$ cat config.mk
export PLATFORM = sky130hd
export DESIGN_NAME = mux_pipe_n_flat
export DESIGN_NICKNAME = d
export VERILOG_FILES = /design/src/rtl/mux_pipe_n_if.sv /design/src/rtl/mux_pipe_n.sv /design/src/flat_wrapper.sv
export SDC_FILE = /design/constraint.sdc
export NUM_CORES = 1
export LEC_CHECK = 0
export CAP_MARGIN = 20
export CORE_MARGIN = 5
export CORE_UTILIZATION = 25
export CTS_CLUSTER_SIZE = 24
export DETAILED_ROUTE_END_ITERATION = 10
export PLACE_DENSITY_LB_ADDON = 0.1
export SLEW_MARGIN = 20
export SYNTH_ARGS = -nofsm -noshare
export SYNTH_HDL_FRONTEND = slang
export SYNTH_SLANG_ARGS = --single-unit
$ cat constraint.sdc
create_clock -name clk -period 2.4 [get_ports clk]
set_input_delay 0.48 -clock clk [delete_from_list [all_inputs] [get_ports clk]]
set_output_delay 0.48 -clock clk [all_outputs]
set_load 0.01 [all_outputs]
$ cat src/rtl/mux_pipe_n_if.sv
// mux_pipe_n_if: handshake/data bundle between mux_pipe_n and its neighbours.
//   master : upstream/downstream side (drives flush, in_valid, sel, din, out_ready)
//   slave  : the mux stage itself (drives in_ready, out_valid, dout[, sel_err])
// Optional macro: MUX_PIPE_SELCHK_EN adds the sticky sel_err status line.
interface mux_pipe_n_if #(
    parameter int unsigned WIDTH  = 16,
    parameter int unsigned NUM_IN = 3,
    parameter int unsigned SEL_W  = 2
);
    logic                      flush;
    logic                      in_valid;
    logic                      in_ready;
    logic [SEL_W-1:0]          sel;
    logic [NUM_IN*WIDTH-1:0]   din;
    logic                      out_valid;
    logic                      out_ready;
    logic [WIDTH-1:0]          dout;
`ifdef MUX_PIPE_SELCHK_EN
    logic                      sel_err;

    modport master (output flush, in_valid, sel, din, out_ready,
                    input  in_ready, out_valid, dout, sel_err);
    modport slave  (input  flush, in_valid, sel, din, out_ready,
                    output in_ready, out_valid, dout, sel_err);
`else
    modport master (output flush, in_valid, sel, din, out_ready,
                    input  in_ready, out_valid, dout);
    modport slave  (input  flush, in_valid, sel, din, out_ready,
                    output in_ready, out_valid, dout);
`endif
endinterface

$ cat src/rtl/mux_pipe_n.sv
// mux_pipe_n: NUM_IN-input, WIDTH-bit select mux feeding a two-entry skid
// buffer; full throughput, 1-cycle latency, strict FIFO order, flushable.
// Ports:
//   clk  - rising-edge clock
//   rst  - asynchronous, active-high reset
//   bus  - mux_pipe_n_if.slave: flush, in_valid/in_ready, sel, din (input k at
//          din[k*WIDTH +: WIDTH]), out_valid/out_ready, dout[, sel_err]
// Optional macro: MUX_PIPE_SELCHK_EN enables sel_err, set when a beat with
// sel >= NUM_IN is accepted and held until rst or flush.
module mux_pipe_n #(
    parameter int unsigned WIDTH  = 16,
    parameter int unsigned NUM_IN = 3,
    parameter int unsigned SEL_W  = 2
) (
    input  logic         clk,
    input  logic         rst,
    mux_pipe_n_if.slave  bus
);

    typedef enum logic [1:0] {
        EMPTY = 2'd0,
        ONE   = 2'd1,
        TWO   = 2'd2
    } state_t;

    state_t             state;
    logic [WIDTH-1:0]   main_q;
    logic [WIDTH-1:0]   skid_q;
    logic [WIDTH-1:0]   beat;
    logic               rdy_q;
    logic               accept;
    logic               drain;

    // Input select; out-of-range indices fall back to input 0.
    always_comb begin
        beat = bus.din[WIDTH-1:0];
        for (int unsigned k = 1; k < NUM_IN; k++) begin
            if (bus.sel == SEL_W'(k)) begin
                beat = bus.din[k*WIDTH +: WIDTH];
            end
        end
    end

    // rdy_q stays low through reset and rises on the first clock after it,
    // so in_ready never asserts in the same cycle reset is released.
    assign bus.in_ready  = rdy_q & (state != TWO) & ~bus.flush & ~rst;
    assign bus.out_valid = (state != EMPTY);
    assign bus.dout      = main_q;

    assign accept = bus.in_valid & bus.in_ready;
    assign drain  = bus.out_valid & bus.out_ready;

`ifdef MUX_PIPE_SELCHK_EN
    logic sel_oob;
    logic err_q;

    assign sel_oob     = (32'(bus.sel) >= NUM_IN);
    assign bus.sel_err = err_q;

    // Sticky out-of-range select flag.
    always_ff @(posedge clk or posedge rst) begin
        if (rst) begin
            err_q <= 1'b0;
        end else if (bus.flush) begin
            err_q <= 1'b0;
        end else if (accept && sel_oob) begin
            err_q <= 1'b1;
        end
    end
`endif

    // Skid-buffer control: main holds the head beat, skid the second one.
    always_ff @(posedge clk or posedge rst) begin
        if (rst) begin
            state  <= EMPTY;
            main_q <= '0;
            skid_q <= '0;
            rdy_q  <= 1'b0;
        end else begin
            rdy_q <= 1'b1;
            if (bus.flush) begin
                // Any concurrent drain has already completed downstream;
                // buffer contents stay but are no longer valid.
                state <= EMPTY;
            end else begin
                case (state)
                    EMPTY: begin
                        if (accept) begin
                            state  <= ONE;
                            main_q <= beat;
                        end
                    end
                    ONE: begin
                        if (accept && drain) begin
                            main_q <= beat;
                        end else if (accept) begin
                            state  <= TWO;
                            skid_q <= beat;
                        end else if (drain) begin
                            state <= EMPTY;
                        end
                    end
                    TWO: begin
                        if (drain) begin
                            state  <= ONE;
                            main_q <= skid_q;
                        end
                    end
                    default: state <= EMPTY;
                endcase
            end
        end
    end

endmodule
$ cat src/flat_wrapper.sv
// flat-port wrapper written by rule: the top's interface ports become plain ports
module mux_pipe_n_flat 
#(
    parameter int unsigned WIDTH  = 16,
    parameter int unsigned NUM_IN = 3,
    parameter int unsigned SEL_W  = 2
)
  (clk, rst, bus_flush, bus_in_valid, bus_sel, bus_din, bus_out_ready, bus_in_ready, bus_out_valid, bus_dout);
  mux_pipe_n_if #(.WIDTH(WIDTH), .NUM_IN(NUM_IN), .SEL_W(SEL_W)) bus_i ();
  input  logic clk;
  input  logic rst;
  input wire logic [$bits(bus_i.flush)-1:0] bus_flush;
  input wire logic [$bits(bus_i.in_valid)-1:0] bus_in_valid;
  input wire logic [$bits(bus_i.sel)-1:0] bus_sel;
  input wire logic [$bits(bus_i.din)-1:0] bus_din;
  input wire logic [$bits(bus_i.out_ready)-1:0] bus_out_ready;
  output wire logic [$bits(bus_i.in_ready)-1:0] bus_in_ready;
  output wire logic [$bits(bus_i.out_valid)-1:0] bus_out_valid;
  output wire logic [$bits(bus_i.dout)-1:0] bus_dout;
  assign bus_i.flush = bus_flush;
  assign bus_i.in_valid = bus_in_valid;
  assign bus_i.sel = bus_sel;
  assign bus_i.din = bus_din;
  assign bus_i.out_ready = bus_out_ready;
  assign bus_in_ready = bus_i.in_ready;
  assign bus_out_valid = bus_i.out_valid;
  assign bus_dout = bus_i.dout;
  mux_pipe_n #(.WIDTH(WIDTH), .NUM_IN(NUM_IN), .SEL_W(SEL_W)) u_core (.clk(clk), .rst(rst), .bus(bus_i));
endmodule
# Yosys cells after proc, flatten, opt, wreduce, memory -nomap -nowiden
# Cells that the tools add are included.
# totals
ff_bits,35
in_bits,55
wordCells,44
# classes
eq_ne,12
n_mux,13
bitwise_logic,8
n_reduce_logical,7
# op_table
cell,count
two-way mux 16 bit,5
one-hot mux 16 bit (3 select lines),1
two-way mux 2 bit,6
AND reduction 4 bit,2
!= test 2 x 1 -> 1 bit (second input constant),3
!= test 3 x 2 -> 1 bit (second input constant),2
one-hot mux 2 bit (3 select lines),1
bitwise AND 1 bit,5
AND reduction 5 bit,1
== test 2 x 1 -> 1 bit (second input constant),2
== test 2 bit (second input constant),2
!= test 4 x 2 -> 1 bit (second input constant),1
!= test 3 bit (second input constant),1
NOT 1 bit,3
nonzero test 3 bit,1
zero test 2 bit,1
!= test 2 bit (second input constant),1
nonzero test 2 bit,1
logical AND 1 bit,1

# Depth between registers and ports, before layout
# depth
depth_word,9
depth_mapped,6
ltp_nobuf,4

# Least setup slack after synthesis
# No wires, ideal clock.
# synth_path
path_kind,input port to output port
start,input port rst
end,output port bus_in_ready
arrival_ps,1622
required_ps,1920
path_slack_ps,298
cell_stages,2
path_buffers,0
cell_sequence,inv_1 -> and4b_2
# synth_via
elab_chain_cells,2
# synth_lines
item,line_no,text
start: declaration,flat_wrapper.sv:11,input logic rst;
NOT 1 bit,mux_pipe_n.sv:46,assign bus.in_ready = rdy_q & (state != TWO) & ~bus.flush & ~rst;
bitwise AND 1 bit,mux_pipe_n.sv:46,
end: declaration,flat_wrapper.sv:17,output wire logic [$bits(bus_i.in_ready)-1:0] bus_in_ready;
# Every way passes these cells.

# Worst setup path in the final report
# layout_path
start,input port bus_flush
end,output port bus_in_ready
# layout_via
elab_chain_cells,3
# layout_lines
item,line_no,text
start: declaration,flat_wrapper.sv:12,input wire logic [$bits(bus_i.flush)-1:0] bus_flush;
NOT 1 bit (no line),n/a,
bitwise AND 1 bit (2 in series),mux_pipe_n.sv:46,
# Every way passes these cells.

==> impl_summary.txt <==
----------------------------------------------------
[Run status]
  Run status ... complete, no violations

[Drt]
  Remaining number of nets flagged by the antenna check after routing ... 0
  Vias ... roughly 1,700
  First-iteration detailed-routing DRC count ... 23
  Total iterations of the first detailed-routing run ... 6
  WL/cell ... 16.1 µm
  Number of DRC violations after detailed routing ... 0
  Mean number of vias per cell ... 4.63
  Post-detailed-routing wire length ... around 6000 µm

[GRT]
  Combined global-route utilization of all metal layers ... 0.114
  Largest net degree at the start of global routing ... 36
  Global-route wire length before repair ... between 9000 and 10,000 µm
  Initial antenna violation count ... 0
  Met1 track utilization from global routing ... 0.165
  Total overflow reported by the global router ... 0
  Layer with the highest usage after global routing ... met1
  M2 GR Usage ... 0.160
  Global routing met3 resource utilization ... 0.0410
  Number of global-route vias before repair ... approximately 1,800

[Clocking]
  Sinks on the clock net ... 35
  Buffer count from post-CTS setup fixing ... 0
  Clock transition at the register clock pins on the worst setup and hold paths after CTS ... around 0.07 ns
  Clk_lat worst skew ... between 0.2 and 0.3 ns
  CTS Root Cell ... sky130_fd_sc_hd__clkbuf_8
  Maximum clock path buffer count ... 2
  H-tree lvl count ... 2
  Post-cts repair resize count ... 0
  CTS tree ... built
  Hold_buf cts ... 0
  CTS Buf Count ... 5

[Floorplan]
  Initial standard-cell utilization of the core ... 0.253
  Die area ... approximately 0.011 mm²
  Die Height ... between 100 and 150 µm
  Total I/O pin count ... 73
  Core Footprint ... 0.00864 mm²
  Die W ... 104 µm
  Row count ... 34

[Power and ir drop]
  Final Total Pwr ... 1.72 mW
  Power density of the placed cells ... roughly 540 mW/mm²
  Leakage ... between 1 and 1.5 nW
  Peak supply drop ... roughly 0.25 mV

[Critical path]
  Critical Path Source Type ... input port
  Data required, critical path ... between 1.5 and 2 ns
  Crit path DAT ... roughly 1.7 ns
  Highest fanout seen on the critical path ... 3
  Critical setup path kind ... in2out
  Critical path endpoint category ... output port

[Yosys]
  Register area share after synthesis ... 0.400
  Library cell with the largest summed area after synthesis ... sky130_fd_sc_hd__dfrtp_1
  Cell Area, Synth ... 0.00219 mm²
  Synthesis warning total ... 0
  Cell count after synthesis ... around 190
  Number of flops mapped to enable cells by yosys ... 0
  Number of storage elements in the synthesis netlist ... 35
  Avg Inst Size Synth ... 11.7 µm²
  Async set or reset register ratio after synthesis ... 1.00
  Share of the synthesized area in the top cell type ... 0.400
  Net Count, Synth ... 242
  Predominant post-synthesis flop cell ... sky130_fd_sc_hd__dfrtp_1
  Post-synthesis cell type count ... 26
  Top area cells in the synthesized netlist ... sky130_fd_sc_hd__dfrtp_1 40%, sky130_fd_sc_hd__mux2i_1 22%, sky130_fd_sc_hd__mux2_2 16%

[Cells and area]
  Fin util ... 0.368
  Filler Cells Inserted ... 868
  Layout Area Growth over Synthesis ... 45.1%
  Net count reported at finish ... 320
  Most used cells in the layout excluding fill and tap cells ... 71 x sky130_fd_sc_hd__clkdlybuf4s50_1, 48 x sky130_fd_sc_hd__mux2i_1, 35 x sky130_fd_sc_hd__dfrtp_1, 32 x sky130_fd_sc_hd__mux2_2
  Ratio of cells with drive above 1 in the final layout ... 0.230
  Final cell count without fillers ... roughly 370
  Count of antenna diodes in the layout ... 0
  Most frequent standard cell in the layout excluding fill and tap cells ... sky130_fd_sc_hd__clkdlybuf4s50_1

[Placement]
  Detailed Place HPWL ... ~4500 µm
  Count of placed standard cells including taps ... about 370
  I/O Buffers ... a little over 70
  Final weighted congestion in routability-driven placement ... roughly 0.7
  Post-Place Setup Slack ... 0.0824 ns

[Job]
  Maximum capacitance violations ... 0

[STA]
  Setup violation total in the final timing report ... 0
  Post-layout worst setup margin ... just over 0.2 ns
  RSZ-0062 raised after global routing ... false
  Setup_tns ... 0 ns
  Count of endpoints failing hold in the final timing report ... 0
  Final critical-path share of the clock period ... 0.916
  Achievable clock frequency ... 455 MHz
  Post-Route Skew ... between 0.002 and 0.0025 ns
  Time the final worst path needs with I/O delays and setup ... approximately 2.2 ns
  Final Max Tran Viols ... 0

[Worst hold path]
  Path type of the worst min-delay path ... reg2reg

----------------------------------------------------
[final cells by class]
cell class | instances | area (µm²) | area share
clock inverter | 1 | 5.00 | 0.00158
clock buffer | 6 | 82.6 | 0.0260
sequential | 35 | 876 | 0.276
timing repair buffer | 85 | 851 | 0.268
multi-input combinational | 130 | 1200 | 0.377
tap | 108 | 135 | 0.0426
inverter | 8 | 30.0 | 0.00946
[kinds of logic after synthesis]
logic type / share of synthesized area
other cells: 0.00171
flops: 0.400
buf+inv: 0.0532
simple gates: 0.0720
compound gates: 0.0886
mux: 0.384
[path summary, 6_finish.rpt]
kind | end | from | slack (ns) | cells after the start
worst min-delay path | u_core.skid_q[0] | u_core.skid_q[0] | 0.51 | 1
worst min register to register | u_core.skid_q[0] | u_core.skid_q[0] | 0.51 | 1
min in group asynchronous | u_core.skid_q[6] | rst | 0.65 | 3
max in group asynchronous | u_core.skid_q[3] | rst | 1.42 | 3
worst max-delay path | bus_in_ready | bus_flush | 0.20 | 3
worst max register to register | u_core.bus.dout[1] | u_core.state[0] | 0.51 | 6
[worst max-delay path, cell delays in order]
cell,delay [ns]
sky130_fd_sc_hd__clkdlybuf4s50_1,0.43
sky130_fd_sc_hd__and4b_2,0.28
sky130_fd_sc_hd__clkdlybuf4s50_1,0.53
[metal layers]
| metal | vias up | wire length, µm |
|---|---|---|
| met1 | 815 | 3100 |
| met4 | 0 | 62 |
| li1 | 843 | - |
| met5 | - | 0 |
| met2 | 64 | 2430 |
| met3 | 6 | 407 |
[flip-flops by register name (all words and copies together), names as in the netlist]
name             count
u_core.skid_q       16
u_core.rdy_q         1
u_core.bus.dout     16
u_core.state         2
[cell usage after synthesis, drive strengths merged, types with 2 or more instances]
cell,n
mux2i,48
dfrtp,35
mux2,32
a221oi,17
nor2,17
buf,8
inv,8
clkbuf,6
a21oi,2
nand2,2
nand2b,2
nand3b,2
[metrics by stage]
stage          area, µm²  hold slack [ns]
2_1_floorplan       2190            0.481
3_3_place_gp        3090            0.489
3_5_place_dp        3090            0.496
4_1_cts             3180            0.513
5_1_grt             3180            0.527
6_report            3180            0.510
[where the power goes]
part	internal, mW	switching (mW)	leakage [nW]
logic	0.346	0.205	0.920
clock network	0.225	0.202	0.0470
registers	0.683	0.0569	0.414
total	1.25	0.463	1.38
Note: power is estimated with default switching activity, not from simulation.
